**config.mk**
```make
export PLATFORM = sky130hd
export DESIGN_NAME = extreme_tracker_flat
export DESIGN_NICKNAME = d
export VERILOG_FILES = /design/src/rtl/extreme_tracker_if.sv /design/src/rtl/extreme_tracker.sv /design/src/flat_wrapper.sv
export SDC_FILE = /design/constraint.sdc
export NUM_CORES = 1
export LEC_CHECK = 0
export ABC_CLOCK_PERIOD_IN_PS = 2950
export BUFFER_PORTS_ARGS = -buffer_cell sky130_fd_sc_hd__buf_2
export CORE_ASPECT_RATIO = 0.75
export CORE_MARGIN = 1
export CORE_UTILIZATION = 52
export CTS_CLUSTER_SIZE = 10
export DETAILED_ROUTE_END_ITERATION = 7
export HOLD_SLACK_MARGIN = 0.02
export PLACE_DENSITY_LB_ADDON = 0.1
export SYNTH_ARGS = -nofsm -noshare
export SYNTH_HDL_FRONTEND = slang
export SYNTH_SLANG_ARGS = --single-unit
```
**constraint.sdc**
```tcl
create_clock -name clk -period 2.95 [get_ports clk]
set_input_delay 0.1475 -clock clk [delete_from_list [all_inputs] [get_ports clk]]
set_output_delay 0.1475 -clock clk [all_outputs]
set_load 0.02 [all_outputs]
```
**src/rtl/extreme_tracker_if.sv**
```systemverilog
// extreme_tracker_if: sample input and result readout bundle
// between the sample source and the status register bank.
interface extreme_tracker_if #(
  parameter int DATA_W = 8,
  parameter int CNT_W  = 8
);
  logic              start;
  logic              min_mode;
  logic              in_valid;
  logic [DATA_W-1:0] in_data;
  logic              busy;
  logic              done;
  logic              empty;
  logic              ovf;
  logic [DATA_W-1:0] ext_value;
  logic [CNT_W-1:0]  ext_index;
  logic [CNT_W-1:0]  count;

  modport master (
    output start, min_mode, in_valid, in_data,
    input  busy, done, empty, ovf,
    input  ext_value, ext_index, count
  );

  modport slave (
    input  start, min_mode, in_valid, in_data,
    output busy, done, empty, ovf,
    output ext_value, ext_index, count
  );
endinterface

```
**src/rtl/extreme_tracker.sv**
```systemverilog
// extreme_tracker: running max/min tracker with sample index,
// sample count, saturation flag and held results.
module extreme_tracker #(
  parameter int DATA_W = 8,
  parameter int CNT_W  = 8,
  parameter bit SIGNED = 1'b0
) (
  input logic clk,
  input logic rst,
  extreme_tracker_if.slave bus
);

  typedef enum logic [1:0] {
    IDLE = 2'd0,
    RUN  = 2'd1,
    DONE = 2'd2
  } state_t;

  state_t            state_q;
  state_t            state_d;
  logic              run_start;
  logic              accept;
  logic              better;
  logic              mode_q;
  logic              empty_q;
  logic              ovf_q;
  logic [DATA_W-1:0] ext_q;
  logic [CNT_W-1:0]  idx_q;
  logic [CNT_W-1:0]  cnt_q;

  // State register
  always_ff @(posedge clk or posedge rst) begin
    if (rst) state_q <= IDLE;
    else     state_q <= state_d;
  end

  // Next state and run-start / accept strobes
  always_comb begin
    state_d   = state_q;
    run_start = 1'b0;
    accept    = 1'b0;
    unique case (state_q)
      IDLE: begin
        if (bus.start) begin
          run_start = 1'b1;
          state_d   = RUN;
        end
      end
      RUN: begin
        if (!bus.start)       state_d = DONE;
        else if (bus.in_valid) accept = 1'b1;
      end
      DONE: begin
        if (bus.start) begin
          run_start = 1'b1;
          state_d   = RUN;
        end
      end
      default: state_d = IDLE;
    endcase
  end

  // Strict compare of the sample against the stored extreme
  always_comb begin
    better = 1'b0;
    if (SIGNED) begin
      if (mode_q) better = $signed(bus.in_data) < $signed(ext_q);
      else        better = $signed(bus.in_data) > $signed(ext_q);
    end else begin
      if (mode_q) better = bus.in_data < ext_q;
      else        better = bus.in_data > ext_q;
    end
  end

  // Result registers: cleared at run start, updated on accepts
  always_ff @(posedge clk or posedge rst) begin
    if (rst) begin
      mode_q  <= 1'b0;
      empty_q <= 1'b0;
      ovf_q   <= 1'b0;
      ext_q   <= '0;
      idx_q   <= '0;
      cnt_q   <= '0;
    end else if (run_start) begin
      mode_q  <= bus.min_mode;
      empty_q <= 1'b1;
      ovf_q   <= 1'b0;
      ext_q   <= '0;
      idx_q   <= '0;
      cnt_q   <= '0;
    end else if (accept) begin
      if (cnt_q == '1) begin
        ovf_q <= 1'b1;
      end else begin
        if (empty_q || better) begin
          ext_q <= bus.in_data;
          idx_q <= cnt_q;
        end
        cnt_q   <= cnt_q + CNT_W'(1);
        empty_q <= 1'b0;
      end
    end
  end

  assign bus.busy      = (state_q == RUN);
  assign bus.done      = (state_q == DONE);
  assign bus.empty     = empty_q;
  assign bus.ovf       = ovf_q;
  assign bus.ext_value = ext_q;
  assign bus.ext_index = idx_q;
  assign bus.count     = cnt_q;

endmodule

```
**src/flat_wrapper.sv**
```systemverilog
// flat-port wrapper written by rule: the top's interface ports become plain ports
module extreme_tracker_flat 
#(
  parameter int DATA_W = 8,
  parameter int CNT_W  = 8,
  parameter bit SIGNED = 1'b0
)
  (clk, rst, bus_start, bus_min_mode, bus_in_valid, bus_in_data, bus_busy, bus_done, bus_empty, bus_ovf, bus_ext_value, bus_ext_index, bus_count);
  extreme_tracker_if #(.DATA_W(DATA_W), .CNT_W(CNT_W)) bus_i ();
  input logic clk;
  input logic rst;
  input wire logic [$bits(bus_i.start)-1:0] bus_start;
  input wire logic [$bits(bus_i.min_mode)-1:0] bus_min_mode;
  input wire logic [$bits(bus_i.in_valid)-1:0] bus_in_valid;
  input wire logic [$bits(bus_i.in_data)-1:0] bus_in_data;
  output wire logic [$bits(bus_i.busy)-1:0] bus_busy;
  output wire logic [$bits(bus_i.done)-1:0] bus_done;
  output wire logic [$bits(bus_i.empty)-1:0] bus_empty;
  output wire logic [$bits(bus_i.ovf)-1:0] bus_ovf;
  output wire logic [$bits(bus_i.ext_value)-1:0] bus_ext_value;
  output wire logic [$bits(bus_i.ext_index)-1:0] bus_ext_index;
  output wire logic [$bits(bus_i.count)-1:0] bus_count;
  assign bus_i.start = bus_start;
  assign bus_i.min_mode = bus_min_mode;
  assign bus_i.in_valid = bus_in_valid;
  assign bus_i.in_data = bus_in_data;
  assign bus_busy = bus_i.busy;
  assign bus_done = bus_i.done;
  assign bus_empty = bus_i.empty;
  assign bus_ovf = bus_i.ovf;
  assign bus_ext_value = bus_i.ext_value;
  assign bus_ext_index = bus_i.ext_index;
  assign bus_count = bus_i.count;
  extreme_tracker #(.DATA_W(DATA_W), .CNT_W(CNT_W), .SIGNED(SIGNED)) u_core (.clk(clk), .rst(rst), .bus(bus_i));
endmodule
```
# Yosys cells after proc, flatten, opt, wreduce, memory -nomap -nowiden

Cells that the tools add are included.

$add $sub $neg: 1
Order comparisons: 2
Equality and inequality tests: 6
Multiplexer cells: 26
Reduce and logical (&&, ||, !) cells: 10

Operator list:

| kind                                                                    | count |
|---|---|
| 8-bit 2-to-1 mux                                                        | 11 |
| 1-bit 2-to-1 mux                                                        | 12 |
| 8-bit by 1-bit adder with 8-bit output, second input constant           | 1 |
| 8-bit equality test, second input constant                              | 1 |
| 8-bit > comparator                                                      | 1 |
| 8-bit less-than comparator                                              | 1 |
| 2-bit AND reduction                                                     | 3 |
| 2-bit nonzero test                                                      | 3 |
| 2-bit 2-to-1 mux                                                        | 2 |
| 2-bit by 1-bit inequality test with 1-bit output, second input constant | 2 |
| 2-bit case mux with 2 select lines                                      | 1 |
| 3-bit AND reduction                                                     | 1 |
| 2-bit by 1-bit equality test with 1-bit output, second input constant   | 1 |
| 2-bit equality test, second input constant                              | 1 |
| 2-bit zero test                                                         | 1 |
| 2-bit inequality test, second input constant                            | 1 |
| 2-bit OR reduction                                                      | 1 |
| 1-bit logical OR                                                        | 1 |

Register bits: 29
Bits of input ports: 13
Output and inout bits: 28
Logic and storage cells: 52

# Depth between registers and ports, before layout

Gate-level depths: netlist of the first run.

Word-level depth: 7
Mapped depth: 9
Gate-level depth less buffers: 8

# Worst setup path after synthesis of the first run

Ideal clock, no wire load.

Path type: register to register
Start: register u_core.ext_q[1], in the netlist u_core.bus.ext_value[1]
End: register u_core.idx_q[0], in the netlist u_core.bus.ext_index[0]
Library setup time: 0.125 ns
Arrival: 2.166 ns
Required time: 2.825 ns
Path slack: 0.660 ns
Cell stages (with the launch flop): 9
Buffers on the path: 0
Period minus slack after synthesis: 2.290 ns
Cells stage by stage: dfrtp_1 inv_1 ha_1 nor2b_1 o211ai_1 a21oi_1 a211oi_2 mux2i_4 mux2_2

Longest elaborated chain between the ends: 5
Elaborated cells between the ends (all ways): 6
Those cells by class: order compare (2); mux (1); reduce/logical (3)

Ends and longest elaborated chain:

| item                                                             | RTL line                                     | source |
|---|---|---|
| start: declaration                                               | extreme_tracker.sv:27                        | `logic [DATA_W-1:0] ext_q;` |
| start signal: assignment                                         | extreme_tracker.sv:96                        | `ext_q <= bus.in_data;` |
| 8-bit > comparator or 8-bit less-than comparator (tied branches) | extreme_tracker.sv:71, extreme_tracker.sv:70 |  |
| 1-bit 2-to-1 mux *                                               | extreme_tracker.sv:70                        | `if (mode_q) better = bus.in_data < ext_q;` |
| 1-bit logical OR *                                               | extreme_tracker.sv:95                        | `if (empty_q \|\| better) begin` |
| 2-bit nonzero test (no line) *                                   | --                                           |  |
| 3-bit AND reduction (no line) *                                  | --                                           |  |
| end signal: assignment                                           | extreme_tracker.sv:97                        | `idx_q <= cnt_q;` |
| end: declaration                                                 | extreme_tracker.sv:28                        | `logic [CNT_W-1:0] idx_q;` |

Mark *: on every way between the ends. The rest lies on a longest branch, timed or not.
A chain may end at the register's enable or synchronous reset.

# Worst setup path in the final report of the first run

Start: register u_core.ext_q[1], in the netlist u_core.bus.ext_value[1]
End: register u_core.idx_q[6], in the netlist u_core.bus.ext_index[6]

Same word-level chain as after synthesis.

==> impl_metrics.py, run 1 <==
metrics = {
    "run_status": {
        "status": "finished clean",
    },
    "die": {
        "rows": 16,
        "die_y_um": 49.4,
        "dieArea_um2": 3220,
        "io_pins": 41,
        "die_w_um": 65.2,
        "core_area_um2": 2720,
        "initial_core_util": 0.571,
    },
    "synthesis": {
        "synth_fp_nets": 175,
        "synth_area_um2": 1560,
        "synth_cells": 153,
        "ys_warn_count": 0,
        "async_flop_share": 1.00,
        "synth_edf_count": 0,
        "synth_cell_types": 30,
        "yosysMostFrequentCell": "dfrtp_1",
        "synth_area_leaders": "dfrtp_1, mux2i_1, ha_1",
        "synth_xor_area_frac": 0.0225,
        "yosys.area.top_type_share": 0.467,
        "synth_fa_ha_area_frac": 0.0724,
        "synth_compound_area_frac": 0.101,
        "synth_top_family_by_area": "simple AND/OR/NAND/NOR gates",
        "muxShareOfSynthArea": 0.126,
        "yosysTopAreaCell": "dfrtp_1",
        "yosys-top-cells-count": "dfrtp_1, nand2_1, inv_1, mux2i_1, nor2_1",
        "synth-seq-cells": 29,
        "synthSimpleGateAreaFrac": 0.152,
        "synth_ff_type": "dfrtp_1",
        "yosysSeqAreaShare": 0.467,
        "syn_avg_cell_area_um2": 10.2,
    },
    "cts": {
        "cts-root-buf": "clkbuf_8",
        "cts-resized-gates": 0,
        "post-cts-setup-buffers": 0,
        "clock_sinks": 29,
        "clk_pin_slew_ns": 0.06,
        "cts.hold.buffers_added": 0,
        "clock_latency_ns": 0.28,
        "cts_max_path_buffers": 2,
        "cts_buffers": 5,
        "h-tree-depth": 2,
        "cts_tree": "done",
    },
    "timing": {
        "tns_ns": 0,
        "rsz0062_at_grt": "false",
        "fin_crit_ns": 2.26,
        "worst_slew_pin_slew_ns": 1.10,
        "max_freq_ghz": 0.443,
        "setup_viol": 0,
        "finClkSkew_ns": 0.00589,
        "worst_hold_slack_ns": 0.0574,
        "hold_viol": 0,
        "fin_crit_sh": 0.766,
        "relSlewSlack": 0.264,
        "slew_viol_final": 0,
    },
    "global_route": {
        "grt_pass1_wl_um": 5870,
        "first_global_vias": 1245,
        "overflow": 0,
        "antenna_found_initial": 0,
        "grt.total_usage": 0.245,
        "grt_max_degree": 30,
    },
    "routing": {
        "wirelength_um": 3380,
        "drc": 0,
        "first_iter_violations": 77,
        "routedWlPerCell_um": 14.4,
        "ant_nets": 0,
        "post_drt_via_cell_ratio": 5.29,
        "num_vias": 1243,
        "drtPass1Iterations": 4,
    },
    "layout": {
        "diodes": 0,
        "syn2layout_area_growth_pct": 22.8,
        "fillers": 220,
        "postLayoutCoreUtil": 0.701,
        "fin_nets": 220,
        "final_layout_size_suffix_gt1_frac": 0.291,
        "finish.instance_area_um2": 1910,
    },
    "worst_setup_path": {
        "cp-end-kind": "flip-flop",
        "cp-start-kind": "flip-flop",
        "r2r_slack_ns": 0.69,
        "critPathRequiredTime_ns": 3.15,
        "critical_path_class": "flip-flop to flip-flop",
        "crit_arrival_ns": 2.46,
        "cp_max_fo": 14,
    },
    "placement": {
        "place_area_um2": 1790,
        "port_buffers": 40,
        "dp.final_hpwl_um": 2340,
        "gp_congestion": 0.790,
    },
    "power": {
        "p_per_area_nw_per_um2": 810,
        "power_mw": 1.55,
        "p_leak_nw": 1.01,
        "ir_drop_v": 0.000513,
    },
    "run": {
        "maxCapViolations": 0,
    },
    "worst_hold_path": {
        "hold_path.class": "input pin to flip-flop",
    },
}
layer usage:
metal	track usage	up-vias	wire, um	part of all wire
met2	0.405	47	1640	0.48
met4	0.0543	0	23	0.0068
li1	-	601	-	-
met3	0.0864	4	245	0.073
met1	0.309	591	1470	0.44
met5	0	-	0	0
worst paths after layout:
kind                                               from                      end  cells past startpoint
worst min register to register           u_core.bus.ovf           u_core.bus.ovf                      2
min in group asynchronous                           rst  u_core.bus.ext_value[5]                      2
worst min-delay path                       bus_min_mode            u_core.mode_q                      3
worst max-delay path            u_core.bus.ext_value[1]  u_core.bus.ext_index[6]                      9
max in group asynchronous                           rst        u_core.state_q[0]                      2
worst max register to register  u_core.bus.ext_value[1]  u_core.bus.ext_index[6]                      9
through the flow:
stage / std cells / setup slack (ns)
finish: 235 / 0.691
global route: 235 / 0.509
CTS: 235 / 0.684
detailed placement: 227 / 0.700
global placement: 227 / 0.776
floorplan: 153 / 0.660
layout make-up:
type | count | area [um^2] | share of cell area
Sequential cell | 29 | 726 | 0.380
Clock inverter | 1 | 30.0 | 0.0157
Multi-Input combinational cell | 101 | 736 | 0.385
Clock buffer | 7 | 86.3 | 0.0452
Timing Repair Buffer | 42 | 215 | 0.113
Tap cell | 36 | 45.0 | 0.0236
Inverter | 19 | 71.3 | 0.0374
state kept, by name (all words and copies together) (netlist names):
signal and count:
u_core.bus.empty 1, u_core.bus.count 8, u_core.bus.ext_index 8, u_core.state_q 2, u_core.mode_q 1, u_core.bus.ovf 1, u_core.bus.ext_value 8
report_power, final:
part           total [mW]  switching [mW]  internal, mW
combinational       0.583           0.346         0.236
sequential          0.539          0.0566         0.482
clock               0.425           0.150         0.275
total                1.55           0.553         0.994
layout by cell type, fill, tap and decap left out, drive strengths merged, types with 2 or more instances in the layout:
master	synthesis	layout
buf	1	42
dfrtp	29	29
nand2	24	24
inv	19	19
mux2i	16	16
nor2	11	11
ha	9	9
clkbuf	3	7
nand4	6	6
o21ai	6	6
a21oi	4	4
xor2	4	4
nor2b	4	4
nand3	2	2
o31ai	2	2
or3	2	2
mux2	2	2
a21boi	2	2
logic make-up (layout without fill, tap and decap cells):
| group | after synthesis | in the layout |
|---|---|---|
| muxes | 18 | 18 |
| xor gates and xnor gates | 4 | 4 |
| adders and majority gates | 9 | 9 |
| AOI/OAI and AO/OA | 20 | 20 |
| and+or+nand+nor | 50 | 50 |
| DFF | 29 | 29 |
| buffers and inverters | 23 | 69 |
critical path: stages (launching register included):
cell and delay, ns:
dfrtp_1 0.34, inv_1 0.06, ha_1 0.31, nor2b_1 0.14, o211ai_1 0.15, a21oi_1 0.10, a211oi_2 0.25, mux2i_4 0.31
buf_4 0.30, mux2i_1 0.23
No activity file was read; power rests on OpenSTA's default activity.
==> run 2: changes to the inputs <==
--- a/config.mk
+++ b/config.mk
@@ -5,11 +5,11 @@
 export SDC_FILE = /design/constraint.sdc
 export NUM_CORES = 1
 export LEC_CHECK = 0
-export ABC_CLOCK_PERIOD_IN_PS = 2950
+export ABC_CLOCK_PERIOD_IN_PS = 1900
 export BUFFER_PORTS_ARGS = -buffer_cell sky130_fd_sc_hd__buf_2
 export CORE_ASPECT_RATIO = 0.75
 export CORE_MARGIN = 1
-export CORE_UTILIZATION = 52
+export CORE_UTILIZATION = 47
 export CTS_CLUSTER_SIZE = 10
 export DETAILED_ROUTE_END_ITERATION = 7
 export HOLD_SLACK_MARGIN = 0.02
==> constraint.sdc (replaced) <==
create_clock -name clk -period 1.9 [get_ports clk]
set_input_delay 0.095 -clock clk [delete_from_list [all_inputs] [get_ports clk]]
set_output_delay 0.095 -clock clk [all_outputs]
set_load 0.02 [all_outputs]
==> run 2 against run 1 <==
Worst hold slack worse by 0.026 ns. Sequential share of layout area is 3.3 points lower. Via count up 6.4%. Cell count up 10%. The run now ends with setup timing left. Maximum frequency up 0.64%. Die area is 10% higher. Flip-flop and latch count unchanged. Critical path depth stayed put. Setup slack got worse by 1.0 ns. Combinational power is 92% higher. Clock skew is 0.00062 ns higher.
==> impl_metrics.py, run 2 (same netlist as run 1, synthesis figures left out) <==
metrics = {
    "worst_setup_path": {
        "rr_startpoint": "u_core.bus.ext_value[1]",
        "critPathSlowestCell": "dfrtp_2",
        "r2r_cells": 9,
        "cp-start-kind": "flip-flop",
        "cp_cell_sequence": "inv_2 > ha_4 > nor2b_1 > o211ai_1 > a21oi_1 > a211oi_2 > mux2i_4 > buf_4 > mux2_4",
        "critPathRequiredTime_ns": 2.06,
        "cp_max_fo": 4,
        "worst-path-buf-inv": 2,
        "cp_top_family": "multiplexers",
        "crit_arrival_ns": 2.41,
        "crit_cells": 9,
        "crit_start": "u_core.bus.ext_value[1]",
        "critical_path_class": "flip-flop to flip-flop",
        "critPathMaxStageDelay_ns": 0.40,
        "cp-end-kind": "flip-flop",
    },
    "placement": {
        "gp_congestion": 0.789,
        "dp.final_hpwl_um": 2610,
        "place_ws_ns": -0.385,
        "port_buffers": 40,
        "dpl.cell_count": 250,
    },
    "global_route": {
        "overflow": 0,
        "antenna_found_initial": 0,
        "grt_max_degree": 30,
        "grt_pass1_wl_um": 5710,
        "first_global_vias": 1308,
        "grt.total_usage": 0.226,
    },
    "routing": {
        "routedWlPerCell_um": 13.5,
        "wirelength_um": 3500,
        "num_vias": 1323,
        "first_iter_violations": 55,
        "ant_nets": 0,
        "drc": 0,
        "drtPass1Iterations": 4,
        "post_drt_via_cell_ratio": 5.11,
    },
    "cts": {
        "clock_sinks": 29,
        "cts_buffers": 5,
        "clock_latency_ns": 0.27,
        "clk_pin_slew_ns": 0.06,
        "cts_max_path_buffers": 2,
        "cts_tree": "done",
        "h-tree-depth": 2,
        "cts-root-buf": "clkbuf_8",
    },
    "layout": {
        "final_layout_size_suffix_gt1_frac": 0.376,
        "syn2layout_area_growth_pct": 34.7,
        "fin_nets": 243,
        "fillers": 242,
        "multi_input_area_um2": 761,
        "fin_cells": 259,
        "final_cell_mix": "buf_2, dfrtp_1, nand2_1",
        "diodes": 0,
        "final_common_cell": "buf_2",
        "register_area_um2": 727,
    },
    "timing": {
        "slew_viol_final": 0,
        "worst_slew_pin_slew_ns": 0.630,
        "finClkSkew_ns": 0.00651,
        "worst_slack_ns": -0.344,
        "fin_crit_ns": 2.24,
        "setup_viol": 16,
        "rsz0062_at_grt": "true",
        "max_freq_ghz": 0.446,
        "relSlewSlack": 0.579,
        "hold_viol": 0,
        "fin_crit_sh": 1.18,
    },
    "power": {
        "comb_power_share": 0.457,
        "p_sw_frac": 0.363,
        "power_frac_clock": 0.206,
        "p_sw_uw": 890,
        "p_per_area_nw_per_um2": 1170,
        "seqPwrFrac": 0.336,
        "ir_drop_v": 0.000678,
        "p_int_mw": 1.56,
        "p_leak_nw": 1.12,
    },
    "die": {
        "initial_core_util": 0.511,
        "core_area_um2": 3040,
        "die_y_um": 51.8,
        "rows": 17,
        "dieArea_um2": 3550,
        "io_pins": 41,
        "die_w_um": 68.4,
    },
    "run": {
        "maxCapViolations": 0,
    },
    "run_status": {
        "status": "finished with violations",
        "violations": "setup timing",
    },
    "worst_hold_path": {
        "min_path_cells": 3,
        "hold_path.class": "input pin to flip-flop",
        "hold_start": "bus_min_mode",
    },
}
==> run 2: cell types whose count changed in the layout (fill, tap and decap cells not counted), sizes merged <==
cell	before	now
buf	42	64
dlygate4sd3	0	1
bufinv	1	0
==> run 2: final timing paths <==
path | end | slack (ns)
setup / recovery | u_core.bus.ext_index[0] | -0.34
hold / removal | u_core.mode_q | 0.03
setup reg to reg | u_core.bus.ext_index[0] | -0.34
hold reg to reg | u_core.bus.ext_index[2] | 0.52
max in group asynchronous | u_core.bus.ext_value[1] | 1.16
min in group asynchronous | u_core.bus.ext_value[6] | 0.43
==> run 2: repair_timing <==
action,CTS,global route
cloned,0,0
setup endpoints to repair,17,18
gates resized for setup,2,2
pin swaps,1,2
hold endpoints to repair,29,0
buffers inserted,1,0
hold buffers,1,0
==> run 2: power groups by stage <==
stage / logic (mW) / registers, mW / clock network, mW
finish: 1.12 / 0.825 / 0.506
CTS: 1.12 / 0.826 / 0.520
floorplan: 0.526 / 1.00 / 0
global route: 1.23 / 0.843 / 0.550
detailed placement: 1.10 / 0.835 / 0
global placement: 1.07 / 0.830 / 0
==> run 2: layer usage <==
layer,up-vias,part of all wire,track usage
met5,-,0,0
met4,0,0.0089,0.0694
met3,5,0.040,0.0614
met2,30,0.46,0.345
met1,634,0.49,0.312
li1,654,-,-
==> run 2: final cells by class <==
| class | count | area share |
|---|---|---|
| sequential | 29 | 0.347 |
| tap | 38 | 0.0227 |
| inverter | 19 | 0.0341 |
| timing repair buffer | 65 | 0.192 |
| clock buffer | 7 | 0.0412 |
| multi-input combinational | 101 | 0.363 |
==> run 2: stage by stage <==
stage          setup TNS (ns)  utilization  hold WS [ns]  power, mW  cell area (um^2)
2_1_floorplan           -4.71            -         0.173       1.53              1580
3_3_place_gp            -3.85        0.649         0.184       1.90              1970
3_5_place_dp            -5.31        0.649         0.186       1.93              1970
4_1_cts                 -4.37        0.686        0.0301       2.47              2090
5_1_grt                 -6.59        0.689        0.0432       2.62              2090
6_report                -4.07        0.689        0.0315       2.45              2090
==> run 2: worst min-delay path: cells and delay by family <==
kind,cells,cell delay [ns]
simple gates,2,0.10
buf+inv,1,0.07
